<file path="src/rtl/block_fetch_pkg.sv">
// Shared block-datapath definitions: matrix/tile geometry, element width,
// fetch FSM state encoding and a small index-width helper.
package block_fetch_pkg;

  localparam int BF_DATA_W = 32;  // element width in bits
  localparam int BF_J      = 2;   // tile rows
  localparam int BF_K      = 2;   // tile columns
  localparam int BF_A_M    = 4;   // source matrix rows
  localparam int BF_B_N    = 4;   // source matrix columns
  localparam int BF_ADDR_W = 16;  // source buffer word-address width
  localparam int BF_POS_W  = 10;  // width of start_row / start_col
  localparam int BF_SUM_W  = 16;  // row/col sums, wide enough that they never wrap

  typedef enum logic [1:0] {
    ST_IDLE  = 2'd0,
    ST_READ  = 2'd1,
    ST_DRAIN = 2'd2,
    ST_DONE  = 2'd3
  } fetch_state_e;

  // Counter width for an index range 0..n-1, never narrower than one bit.
  function automatic int idx_w(input int n);
    return (n > 1) ? $clog2(n) : 1;
  endfunction

endpackage

</file>
<file path="src/rtl/block_addr_gen.sv">
// Maps a tile element position (start_row+i, start_col+j) onto a row-major
// source-buffer word address and flags whether it lies inside the matrix.
// Purely combinational; the fetch state lives in block_fetch.
module block_addr_gen
  import block_fetch_pkg::*;
#(
  parameter int M      = BF_A_M,
  parameter int N      = BF_B_N,
  parameter int ADDR_W = BF_ADDR_W,
  parameter int IW     = 1,
  parameter int JW     = 1
) (
  input  logic [BF_POS_W-1:0] start_row,
  input  logic [BF_POS_W-1:0] start_col,
  input  logic [IW-1:0]       i,
  input  logic [JW-1:0]       j,
  output logic [ADDR_W-1:0]   mem_addr,
  output logic                in_range
);

  logic [BF_SUM_W-1:0] row;
  logic [BF_SUM_W-1:0] col;

  // Sums are widened before the bounds test so a tile hanging off the
  // bottom/right edge is reported out of range instead of wrapping.
  always_comb begin
    row      = BF_SUM_W'(start_row) + BF_SUM_W'(i);
    col      = BF_SUM_W'(start_col) + BF_SUM_W'(j);
    in_range = (row < BF_SUM_W'(M)) && (col < BF_SUM_W'(N));
    mem_addr = ADDR_W'(32'(row) * 32'(N) + 32'(col));
  end

endmodule

</file>
<file path="src/rtl/block_fetch.sv">
// Fetches a J x K tile from an M x N row-major source buffer, one element
// per cycle, zero-padding elements that fall outside the matrix.
//
//   state    | meaning
//   ---------+-----------------------------------------------------------
//   IDLE     | waiting for start; tile holds the last result
//   READ     | issuing element c = 0..J*K-1, capturing element c-1
//   DRAIN    | capturing the last element's read data
//   DONE     | tile complete, done pulses for one cycle
module block_fetch
  import block_fetch_pkg::*;
#(
  parameter int DATA_W = BF_DATA_W,
  parameter int J      = BF_J,
  parameter int K      = BF_K,
  parameter int M      = BF_A_M,
  parameter int N      = BF_B_N,
  parameter int ADDR_W = BF_ADDR_W
) (
  input  logic                    clk,
  input  logic                    rst,
  input  logic                    start,
  input  logic [BF_POS_W-1:0]     start_row,
  input  logic [BF_POS_W-1:0]     start_col,
  output logic                    mem_en,
  output logic [ADDR_W-1:0]       mem_addr,
  input  logic [DATA_W-1:0]       mem_rdata,
  output logic [DATA_W*J*K-1:0]   tile,
  output logic                    busy,
  output logic                    done
);

  localparam int NE = J * K;
  localparam int EW = idx_w(NE);
  localparam int IW = idx_w(J);
  localparam int JW = idx_w(K);

  localparam logic [EW-1:0] E_LAST = EW'(NE - 1);
  localparam logic [JW-1:0] J_LAST = JW'(K - 1);

  fetch_state_e state_q, state_d;
  logic                  load;

  logic [BF_POS_W-1:0]   row_q, col_q;
  logic [IW-1:0]         i_q;
  logic [JW-1:0]         j_q;
  logic [EW-1:0]         left_q;      // READ cycles remaining after this one

  logic                  cap_vld_q;
  logic                  cap_en_q;
  logic [EW-1:0]         cap_idx_q;
  logic [DATA_W*NE-1:0]  tile_q;

  logic [ADDR_W-1:0]     gen_addr;
  logic                  gen_in_range;

  block_addr_gen #(
    .M      (M),
    .N      (N),
    .ADDR_W (ADDR_W),
    .IW     (IW),
    .JW     (JW)
  ) u_addr_gen (
    .start_row (row_q),
    .start_col (col_q),
    .i         (i_q),
    .j         (j_q),
    .mem_addr  (gen_addr),
    .in_range  (gen_in_range)
  );

  // Next-state and status decode.
  always_comb begin
    state_d = state_q;
    load    = 1'b0;
    busy    = 1'b0;
    done    = 1'b0;
    case (state_q)
      ST_IDLE: begin
        if (start) begin
          state_d = ST_READ;
          load    = 1'b1;
        end
      end
      ST_READ: begin
        busy = 1'b1;
        if (left_q == '0) state_d = ST_DRAIN;
      end
      ST_DRAIN: begin
        busy    = 1'b1;
        state_d = ST_DONE;
      end
      ST_DONE: begin
        done    = 1'b1;
        state_d = ST_IDLE;
      end
      default: state_d = ST_IDLE;
    endcase
  end

  // Read request: only in-range elements touch the buffer; address is 0 otherwise.
  always_comb begin
    mem_en   = (state_q == ST_READ) && gen_in_range;
    mem_addr = mem_en ? gen_addr : '0;
  end

  // State register, element walk and one-cycle-delayed capture into the tile.
  always_ff @(posedge clk) begin
    if (rst) begin
      state_q   <= ST_IDLE;
      row_q     <= '0;
      col_q     <= '0;
      i_q       <= '0;
      j_q       <= '0;
      left_q    <= '0;
      cap_vld_q <= 1'b0;
      cap_en_q  <= 1'b0;
      cap_idx_q <= '0;
      tile_q    <= '0;
    end else begin
      state_q <= state_d;

      if (load) begin
        row_q  <= start_row;
        col_q  <= start_col;
        i_q    <= '0;
        j_q    <= '0;
        left_q <= E_LAST;
      end else if (state_q == ST_READ) begin
        if (j_q == J_LAST) begin
          j_q <= '0;
          i_q <= i_q + 1'b1;
        end else begin
          j_q <= j_q + 1'b1;
        end
        if (left_q != '0) left_q <= left_q - 1'b1;
      end

      // The element issued this cycle returns data next cycle.
      cap_vld_q <= (state_q == ST_READ);
      cap_en_q  <= gen_in_range;
      cap_idx_q <= E_LAST - left_q;

      if (cap_vld_q) begin
        tile_q[int'(cap_idx_q)*DATA_W +: DATA_W] <= cap_en_q ? mem_rdata : '0;
      end
    end
  end

  assign tile = tile_q;

endmodule
</file>
<file path="config.mk">
export PLATFORM = sky130hd
export DESIGN_NAME = block_fetch
export DESIGN_NICKNAME = d
export VERILOG_FILES = /design/src/rtl/block_fetch_pkg.sv /design/src/rtl/block_addr_gen.sv /design/src/rtl/block_fetch.sv
export SDC_FILE = /design/constraint.sdc
export NUM_CORES = 1
export LEC_CHECK = 0
export CORE_ASPECT_RATIO = 0.75
export CORE_UTILIZATION = 40
export CTS_CLUSTER_DIAMETER = 80
export DETAILED_ROUTE_END_ITERATION = 8
export PLACE_DENSITY = 0.74
export SKIP_CTS_REPAIR_TIMING = 1
export SYNTH_ARGS = -nofsm -noshare
export SYNTH_HDL_FRONTEND = slang
export SYNTH_HIERARCHICAL = 1
export SYNTH_SLANG_ARGS = --single-unit
</file>
<file path="constraint.sdc">
create_clock -name clk -period 3.8 [get_ports clk]
set_clock_uncertainty 0.2 [all_clocks]
set_input_delay 0.76 -clock clk [delete_from_list [all_inputs] [get_ports clk]]
set_output_delay 0.76 -clock clk [all_outputs]
set_load 0.02 [all_outputs]
</file>
======== Yosys cells after proc, flatten, opt, wreduce, memory -nomap -nowiden ========
Cells that the tools add are included.
operators by class
  add/sub/neg operators ................... 8
  order comparisons ....................... 2
  equal/unequal tests ..................... 5
  shift-type cells ........................ 2
  muxes and demuxes ....................... 14
  reduce and logical (&&, ||, !) cells .... 12
operators with widths
  kind                                                                       count
  128-bit bitwise mux                                                        1
  32-bit by 33-bit variable shift with 128-bit output, first input constant  1
  32-bit by 33-bit variable part select with 128-bit output                  1
  7-bit negator with 33-bit output                                           1
  16-bit by 3-bit < comparator with 1-bit output, second input constant      2
  32-bit two-way mux                                                         1
  10-bit by 1-bit adder with 11-bit output                                   2
  16-bit adder                                                               1
  16-bit two-way mux                                                         1
  2-bit two-way mux                                                          5
  2-bit case mux with 4 select lines                                         1
  2-bit AND reduction                                                        3
  2-bit nonzero test                                                         3
  1-bit two-way mux                                                          5
  2-bit equality test, second input constant                                 2
  2-bit zero test                                                            2
  2-bit != test, second input constant                                       2
  2-bit OR reduction                                                         2
  1-bit adder, second input constant                                         2
  2-bit by 1-bit equality test with 1-bit output, second input constant      1
  1-bit logical AND                                                          2
  2-bit by 1-bit subtractor with 2-bit output, second input constant         1
  2-bit subtractor, first input constant                                     1
storage, ports and cells
  register bits ........................... 158
  output and inout port bits .............. 147
  word-level logic and storage cells ...... 53

======== Depth between registers and ports, before layout ========
Gate-level depths: netlist of the first run.
  depth after elaboration ................. 5
  depth in mapped cells ................... 14
  mapped depth without buffers ............ 13

======== Cells and area by module ========
Netlist of the first run, hierarchy kept.
by module, submodules not included
  module          times used  cells an instance  area an instance (um^2)  seq. area each (um^2)
  block_fetch     1           701                6049.6                   3163.0
  block_addr_gen  1           123                915.9                    0.0

======== Worst setup path before layout of the first run ========
OpenSTA, ideal clock, no wires.
  path kind ............................... register to output
  start point ............................. register j_q
  end point ............................... output mem_addr[10]
  arrival time ............................ 2.990 ns
  required time ........................... 2.840 ns
  path slack .............................. -0.150 ns
  cell stages (with the launch flop) ...... 15
  path buffers ............................ 1
  cell sequence ........................... dfxtp_1 > ha_1 > ha_1 > clkbuf_1 > xor2_1 > ha_1 > fa_1 > nand3_1 > a21boi_0 > o211ai_1 > o211ai_2 > maj3_1 > a21oi_1 > xnor2_1 > and3_1
between the ends
  elaborated cells on any way between the ends .. 6
  those cells by class .................... 2 x add/sub; 1 x order compare; 1 x mux; 2 x reduce/logical
RTL lines
  element                                   line                  RTL
  start, declared                           block_fetch.sv:46     logic [JW-1:0] j_q;
  start signal, assigned                    block_fetch.sv:134    j_q <= j_q + 1'b1;
  10-bit by 1-bit adder with 11-bit output  block_addr_gen.sv:28  col = BF_SUM_W'(start_col) + BF_SUM_W'(j);
  16-bit adder                              block_addr_gen.sv:30  mem_addr = ADDR_W'(32'(row) * 32'(N) + 32'(col));
  named net gen_addr[10]                    block_fetch.sv:54     logic [ADDR_W-1:0] gen_addr;
  16-bit two-way mux                        block_fetch.sv:104    mem_addr = mem_en ? gen_addr : '0;
  end, declared                             block_fetch.sv:26     output logic [ADDR_W-1:0] mem_addr,
The timed path passes the listed nets, and every way through them passes these cells.

======== Final worst setup path of the first run ========
Same ends and word-level chain as after synthesis.

==> results.ini, run 1 <==
[cts]
tritoncts = yes
cts.sinks = 158
clkLatencyLatePin_ns = 0.42
clock_path_buffers = 2
cts-root-buf = clkbuf_16
numCtsBuffers = 17
h-tree-depth = 4
clk_pin_slew_ns = 0.06

[logic_synthesis]
netlist_instances = 824
synth_edf_count = 0
yosys_most_used_dff = dfxtp_1
ys_seq_area_frac = 0.4541
synth_area_um2 = 6965
yosys_warnings = 6
ys_seq_elements = 158
syn_avg_cell_area_um2 = 8.453
async_reset_ff_frac = 0
synthDistinctLibCells = 57

[floorplanning]
rows = 41
fp.dieArea_um2 = 17950
die_x_um = 154.4
ios = 202
die_h_um = 116.3
start_util = 0.4115
fp.coreArea_um2 = 16930

[global_routing]
grt_pass1_vias = 6122
grt-ovfl-total = 0
antenna_found_initial = 0
grt_max_degree = 97
grt_pass1_wl_um = 32320
grt_util_all_layers = 0.2313

[timing]
fin_crit_sh = 1.081
worst_pin_slew_ns = 1.062
rsz0062_at_grt = true
final_max_slew_viol_count = 0
max_slew_margin = 0.2901
fin_crit_ns = 4.107
fin_tns_setup_ns = -1.559
setup_viol = 10
fmax_mhz = 243.5
fin_ws_ns = -0.3069
final_hold_viol_count = 0
holdWs_ns = 0.2117

[final_layout]
nets = 1113
drive_gt1_frac = 0.1920
mostFrequentLayoutCells = 216 x nand2_1, 183 x clkdlybuf4s50_1, 149 x dfxtp_1, 90 x a21oi_1, 71 x nand4_1
final.fill_count = 1475
syn2layout_area_growth_pct = 44.98
diodes = 0
final_cell_area_um2 = 10100
final_common_cell = nand2_1
fin_util = 0.5965

[pwr]
clkPwrFrac = 0.348
peakVddDrop_mv = 0.3479
pwr-share-seq = 0.396
power_switching_mw = 1.642
power_frac_comb = 0.256
power_density_nw_per_um2 = 477.0
p_int_mw = 3.175
power.leakage_nw = 3.714
switching_share = 0.3409

[worst_setup_path]
r2r_slack_ns = 0.90
r2r_start = cap_idx_q[0]$_SDFF_PP0_
r2r-end = tile[106]$_SDFFE_PP0P_
worstPathMaxFanout = 4
critPathRequiredTime_ns = 2.84
r2r_cells = 6
critPathKind = reg2out
critPathCaptureType = primary output
cp.arrival_ns = 3.15
crit_path_start_kind = flop

[detailed_routing]
viasPerCell = 5.296
drc = 0
initialDrtViolationCount = 379
wire_per_inst_um = 17.01
totalWireLength_um = 21460
dr.pass1.iters = 6
num_vias = 6683
wl_met3_um = 1260
met1Wirelength_um = 10170
wl_met2_um = 9735
postRouteAntennaNets = 0
top_layer_used = met4

[outcome]
violations = negative setup slack
status = complete, but fails checks

[min_path]
hold_end = cap_idx_q[1]$_SDFF_PP0_
hp-start = left_q[1]$_SDFFE_PP0P_
hold_class = reg2reg
hold_depth = 1

[place]
dp_hpwl_um = 14360
gp_congestion = 0.8968
io_buffers = 199
placed_area_um2 = 9280

[flow_run]
max_cap_violations = 0

[power groups by stage]
stage          Clock (mW)  Combinational (mW)  Sequential [mW]
3_3_place_gp            0                1.09             1.93
5_1_grt              1.78                1.34             1.92
6_report             1.68                1.23             1.91
3_5_place_dp            0                1.11             1.93
2_1_floorplan           0               0.759             1.84
4_1_cts              1.71                1.12             1.89
[worst max-delay path, cell delays in order (launching register included)]
cell	delay, ns
dfxtp_2	0.33
ha_4	0.18
ha_4	0.17
xor2_2	0.15
ha_2	0.19
fa_2	0.39
nand3_2	0.09
a21boi_2	0.06
o211ai_1	0.11
o211ai_2	0.17
maj3_2	0.34
a21oi_2	0.13
xnor2_1	0.12
and3_4	0.19
buf_6	0.11
[metal layers]
metal  vias up  global-route usage
met5         -                   0
met4         0             0.07657
met3        20             0.04750
met2       229              0.3682
met1      3164              0.3156
li1       3270                   -
[registers in the layout, indices dropped and copies added (netlist names)]
register and cells:
tile 128, col_q 10, row_q 10, cap_idx_q 2
left_q 2, state_q 2, cap_en_q 1, cap_vld_q 1
i_q 1, j_q 1
[Yosys cell counts, drive strengths merged, types with 2 or more instances]
master,count,area share
clkbuf,39,0.021
nor2,10,0.0054
o21a,2,0.0022
inv,8,0.0043
a21o,2,0.0023
maj3,2,0.0029
xnor2,17,0.022
a21boi,2,0.0022
xor2,11,0.014
o211ai,2,0.0029
nor4,2,0.0018
nand2b,2,0.0018
nor3,8,0.0057
ha,23,0.041
nand4,72,0.066
nor2b,5,0.0045
and3,18,0.016
o21ai,65,0.068
and4,3,0.0041
and2,3,0.0027
nand3,10,0.0072
dfxtp,158,0.45
nor3b,2,0.0029
a21oi,96,0.069
nand2,217,0.12
buf,28,0.032
[worst max path at each step]
| stage | end | slack (ns) | start | cells after the start |
|---|---|---|---|---|
| floorplan | mem_addr[10] | 0.02 | j_q$_SDFFE_PP0P_ | 14 |
| global route | mem_addr[12] | -0.47 | col_q[2]$_SDFFE_PP0P_ | 14 |
| finish | mem_addr[10] | -0.31 | j_q$_SDFFE_PP0P_ | 14 |
| global placement | mem_addr[10] | -0.53 | col_q[0]$_SDFFE_PP0P_ | 14 |
| detailed placement | mem_addr[11] | -0.58 | col_q[0]$_SDFFE_PP0P_ | 13 |
| CTS | mem_addr[11] | -1.06 | col_q[0]$_SDFFE_PP0P_ | 13 |
[per-stage QoR]
step	total power [mW]	worst slack, ns	std cells
2_1_floorplan	2.596	0.02105	825
3_3_place_gp	3.017	-0.5255	1222
3_5_place_dp	3.041	-0.5756	1222
4_1_cts	4.723	-1.057	1254
5_1_grt	5.044	-0.4724	1262
6_report	4.817	-0.3069	1262
[layout make-up]
type                    instances  area, µm²  share of cell area
inverters                       8      30.03            0.002974
multi-input cells             592       3669              0.3633
clock inverters                14      151.4             0.01499
clock buffers                  18      429.2             0.04250
well taps                     215      269.0             0.02664
flip-flops and latches        158       3177              0.3146
repair buffers                257       2374              0.2350
[cell families (layout without fill, tap and decap cells)]
family / Yosys count / in the layout / synth area share
mux: 2 / 2 / 0.003054
buf+inv: 75 / 297 / 0.05748
xor+xnor: 29 / 29 / 0.03952
compound gates: 174 / 174 / 0.1525
flops: 158 / 158 / 0.4541
other cells: 1 / 2 / 0.0005384
fa+ha+maj: 26 / 26 / 0.04706
simple gates: 359 / 359 / 0.2457
No activity file was read; power rests on OpenSTA's default activity.
==> run 2, diff against run 1 <==
- SKIP_CTS_REPAIR_TIMING: 1 -> not set
==> results.ini, run 2 (same netlist as run 1, synthesis figures left out) <==
[outcome]
status = complete, but fails checks
violations = negative setup slack

[worst_setup_path]
r2r-end = tile[106]$_SDFFE_PP0P_
worstPathMaxFanout = 4
r2r_slack_ns = 0.90
critPathRequiredTime_ns = 2.84
r2r_cells = 6
r2r_start = cap_idx_q[0]$_SDFF_PP0_
critPathKind = reg2out
crit_path_start_kind = flop
cp.arrival_ns = 3.23
critPathCaptureType = primary output

[place]
placed_area_um2 = 9280
dp_hpwl_um = 14360
io_buffers = 199
gp_congestion = 0.8968
dp.cells = 1222

[timing]
final_max_slew_viol_count = 0
fmax_mhz = 238.5
setup_viol = 12
fin_tns_setup_ns = -1.840
rsz0062_at_grt = true
fin_crit_sh = 1.103
fin_ws_ns = -0.3930
final_hold_viol_count = 0
worst_pin_slew_ns = 1.062
max_slew_margin = 0.2905
fin_crit_ns = 4.193

[pwr]
peakVddDrop_mv = 0.3503
total_power_mw = 4.851
power_density_nw_per_um2 = 475.2
power.leakage_nw = 3.752

[global_routing]
grt-ovfl-total = 0
grt_util_all_layers = 0.2374
grt_pass1_wl_um = 33110
grt_pass1_vias = 6231
antenna_found_initial = 0
grt_max_degree = 97

[detailed_routing]
drc = 0
initialDrtViolationCount = 410
num_vias = 6711
viasPerCell = 5.297
wire_per_inst_um = 17.11
dr.pass1.iters = 5
totalWireLength_um = 21680
postRouteAntennaNets = 0

[floorplanning]
die_x_um = 154.4
fp.coreArea_um2 = 16930
fp.dieArea_um2 = 17950
start_util = 0.4115
rows = 41
die_h_um = 116.3
ios = 202

[cts]
clkLatencyLatePin_ns = 0.42
numCtsBuffers = 17
h-tree-depth = 4
clk_pin_slew_ns = 0.06
cts-root-buf = clkbuf_16
tritoncts = yes
cts.sinks = 158
clock_path_buffers = 2

[final_layout]
final.fill_count = 1454
largest_reg_flops = 128
final_common_cell = nand2_1
final_cell_area_um2 = 10210
drive_gt1_frac = 0.1977
mostFrequentLayoutCells = 217 x nand2_1, 183 x clkdlybuf4s50_1, 149 x dfxtp_1, 91 x a21oi_1, 71 x nand4_1
syn2layout_area_growth_pct = 46.56
fin_cells = 1267
nets = 1118
diodes = 0

[min_path]
hold_depth = 1
hold_end = cap_idx_q[1]$_SDFF_PP0_
hold_class = reg2reg
hp-start = left_q[1]$_SDFFE_PP0P_

[flow_run]
max_cap_violations = 0

## run 2: changes by cell type in the layout (fill, tap and decap cells not counted), moves of 2 or more
cell	before	now
buf_4	60	66
xor2_1	9	7
xor2_2	2	4
buf_6	3	11
buf_2	0	2
clkbuf_2	10	0
a21oi_2	4	2
## run 2: timing repair
action,in CTS,in global routing
pin swaps,24,13
setup endpoints to repair,15,15
hold buffers,0,0
gates cloned,1,0
setup buffers,10,3
resized for setup,97,37
## run 2: layout make-up
cell class              count  area [µm²]  share of cell area
flip-flops and latches    158        3179              0.3114
clock inverters            14       151.4             0.01483
multi-input cells         592        3689              0.3613
inverters                   8       30.03            0.002942
repair buffers            262        2461              0.2411
clock buffers              18       429.2             0.04204
well taps                 215       269.0             0.02635
## run 2: worst max path at each step
| stage | startpoint | end | slack (ns) | cells past startpoint |
|---|---|---|---|---|
| after floorplan | j_q$_SDFFE_PP0P_ | mem_addr[10] | 0.02 | 14 |
| after global placement | col_q[0]$_SDFFE_PP0P_ | mem_addr[10] | -0.53 | 14 |
| after detailed placement | col_q[0]$_SDFFE_PP0P_ | mem_addr[11] | -0.58 | 13 |
| after CTS | j_q$_SDFFE_PP0P_ | mem_addr[10] | -0.31 | 14 |
| after global routing | j_q$_SDFFE_PP0P_ | mem_addr[10] | -0.53 | 14 |
| final | j_q$_SDFFE_PP0P_ | mem_addr[10] | -0.39 | 14 |
## run 2: where the power goes
group	switching, mW	internal (mW)	leakage (nW)
Combinational	0.731	0.531	2.19
Sequential	0.172	1.74	1.28
Clock	0.750	0.927	0.279
## run 2: worst max-delay path: stages, from the launching register on
cell      delay, ns
dfxtp_2        0.33
ha_4           0.17
ha_4           0.18
xor2_2         0.16
ha_2           0.21
fa_2           0.36
nand3_2        0.09
a21boi_2       0.07
o211ai_1       0.13
o211ai_2       0.19
maj3_2         0.34
a21oi_2        0.14
xnor2_1        0.12
and3_4         0.19
buf_6          0.11
## run 2: through the flow
stage / worst slack [ns] / hold slack [ns] / util
3_3_place_gp: -0.5255 / 0.2002 / 0.5482
6_report: -0.3930 / 0.2117 / 0.6030
5_1_grt: -0.5273 / 0.2253 / 0.6030
2_1_floorplan: 0.02105 / 0.1925 / -
3_5_place_dp: -0.5756 / 0.1998 / 0.5482
4_1_cts: -0.3076 / 0.2112 / 0.5928
## run 2: metal layers
metal	track usage	wire length [µm]	vias up
met1	0.3191	10150	3195
met2	0.3836	9972	212
met3	0.05158	1287	25
met4	0.07459	271	0
met5	0	0	-
li1	-	-	3279
==> run 3, diff against run 2 <==
- CORE_ASPECT_RATIO: 0.75 -> 1.2
==> results.ini, run 3 (same netlist as run 1, synthesis figures left out) <==
[final_layout]
final.fill_count = 1441
fin_cells = 1277
syn2layout_area_growth_pct = 47.96
final_common_cell = nand2_1
drive_gt1_frac = 0.1970
fin_util = 0.6069
nets = 1127
mostFrequentLayoutCells = 216 x nand2_1, 183 x clkdlybuf4s50_1, 154 x dfxtp_1, 91 x a21oi_1
largest_reg_flops = 128
diodes = 0

[outcome]
violations = negative setup slack
status = complete, but fails checks

[floorplanning]
die_x_um = 122.5
ios = 202
fp.coreArea_um2 = 16980
fp.dieArea_um2 = 17950
die_h_um = 146.6
rows = 52
start_util = 0.4102

[detailed_routing]
viasPerCell = 5.293
drc = 0
wire_per_inst_um = 16.24
initialDrtViolationCount = 402
postRouteAntennaNets = 0
dr.pass1.iters = 7
totalWireLength_um = 20740
num_vias = 6759

[global_routing]
grt_pass1_vias = 6330
grt_util_all_layers = 0.2332
grt-ovfl-total = 0
grt_max_degree = 97
antenna_found_initial = 0
grt_pass1_wl_um = 32620

[worst_setup_path]
worstPathMaxFanout = 3
critPathCaptureType = primary output
cp.arrival_ns = 3.18
critPathRequiredTime_ns = 2.84
r2r_slack_ns = 1.06
r2r_cells = 6
r2r_start = cap_idx_q[0]$_SDFF_PP0_
critPathKind = reg2out
r2r-end = tile[36]$_SDFFE_PP0P_
crit_path_start_kind = flop

[min_path]
hold_class = reg2reg
hold_depth = 1
hp-start = left_q[1]$_SDFFE_PP0P_
hold_end = cap_idx_q[1]$_SDFF_PP0_

[place]
gp_congestion = 0.8787
dp.cells = 1234
dp_hpwl_um = 14030
io_buffers = 199

[timing]
fmax_mhz = 241.4
fin_ws_ns = -0.3425
setup_viol = 15
worst_pin_slew_ns = 1.050
fin_crit_ns = 4.142
final_hold_viol_count = 0
fin_crit_sh = 1.090
rsz0062_at_grt = true
holdWs_ns = 0.2175
final_max_slew_viol_count = 0
max_slew_margin = 0.3000

[flow_run]
max_cap_violations = 0

[pwr]
power_density_nw_per_um2 = 482.5
peakVddDrop_mv = 0.2849
power.leakage_nw = 3.852

[cts]
numCtsBuffers = 17
cts.sinks = 158
clk_pin_slew_ns = 0.06
clock_path_buffers = 2
clkLatencyLatePin_ns = 0.42
cts_hold_buf = 0
tritoncts = yes
cts-root-buf = clkbuf_16
h-tree-depth = 4

==> run 3: changes by cell type in the layout (fill, tap and decap cells not counted), sizes merged <==
cell / before / now
buf: 79 / 88
clkinv: 4 / 3
bufinv: 1 / 3
clkinvlp: 2 / 1
==> run 3: how the worst max path moves through the flow <==
stage                     startpoint  slack [ns]      endpoint
3_3_place_gp   col_q[0]$_SDFFE_PP0P_       -0.56  mem_addr[10]
5_1_grt        col_q[0]$_SDFFE_PP0P_       -0.53  mem_addr[11]
4_1_cts             j_q$_SDFFE_PP0P_       -0.32  mem_addr[10]
6_report       col_q[0]$_SDFFE_PP0P_       -0.34  mem_addr[10]
3_5_place_dp   col_q[0]$_SDFFE_PP0P_       -0.59  mem_addr[10]
2_1_floorplan       j_q$_SDFFE_PP0P_        0.02  mem_addr[10]
==> run 3: metrics by stage <==
stage	total power, mW	area, µm²	setup TNS (ns)	setup WS (ns)
final	4.973	10310	-2.307	-0.3425
after global routing	5.213	10310	-4.524	-0.5299
after CTS	4.960	10240	-1.877	-0.3207
after detailed placement	3.041	9346	-5.634	-0.5875
after global placement	3.027	9346	-4.816	-0.5591
after floorplan	2.596	6983	0	0.02105
==> run 3: worst max-delay path, stage by stage (launching register included) <==
cell	delay (ns)
dfxtp_2	0.33
ha_4	0.17
ha_4	0.17
xor2_2	0.18
ha_2	0.20
fa_2	0.35
nand3_2	0.10
a21boi_2	0.06
o211ai_1	0.10
o211ai_2	0.14
maj3_2	0.33
a21oi_2	0.16
xnor2_2	0.14
and3_4	0.21
buf_6	0.11
==> run 3: layer usage <==
metal  wire length, µm  track usage
met5                 0            0
met3              1418      0.06016
met4               415      0.07744
met2             10470       0.4081
met1              8441       0.2718
==> run 3: repair_timing <==
action / 4_1_cts / 5_1_grt
resized for setup: 123 / 7
pin swaps: 28 / 11
endpoints found under the hold margin: 0 / 0
endpoints found under the setup margin: 15 / 15
gates cloned: 1 / 0
setup buffers: 9 / 1
==> run 3: final cells by class <==
| class | instances | area (µm²) | share of cell area |
|---|---|---|---|
| Clock buffer | 18 | 439.2 | 0.04261 |
| Clock inverter | 14 | 197.7 | 0.01918 |
| Inverter | 8 | 30.03 | 0.002914 |
| Multi-Input combinational cell | 592 | 3651 | 0.3543 |
| Sequential cell | 158 | 3168 | 0.3074 |
| Tap cell | 216 | 270.3 | 0.02622 |
| Timing Repair Buffer | 271 | 2550 | 0.2474 |
==> run 3: power by group <==
part	switching, mW	internal, mW	total (mW)
registers	0.127	1.74	1.86
logic	0.746	0.546	1.29
clock network	0.739	1.08	1.82
total	1.61	3.36	4.97
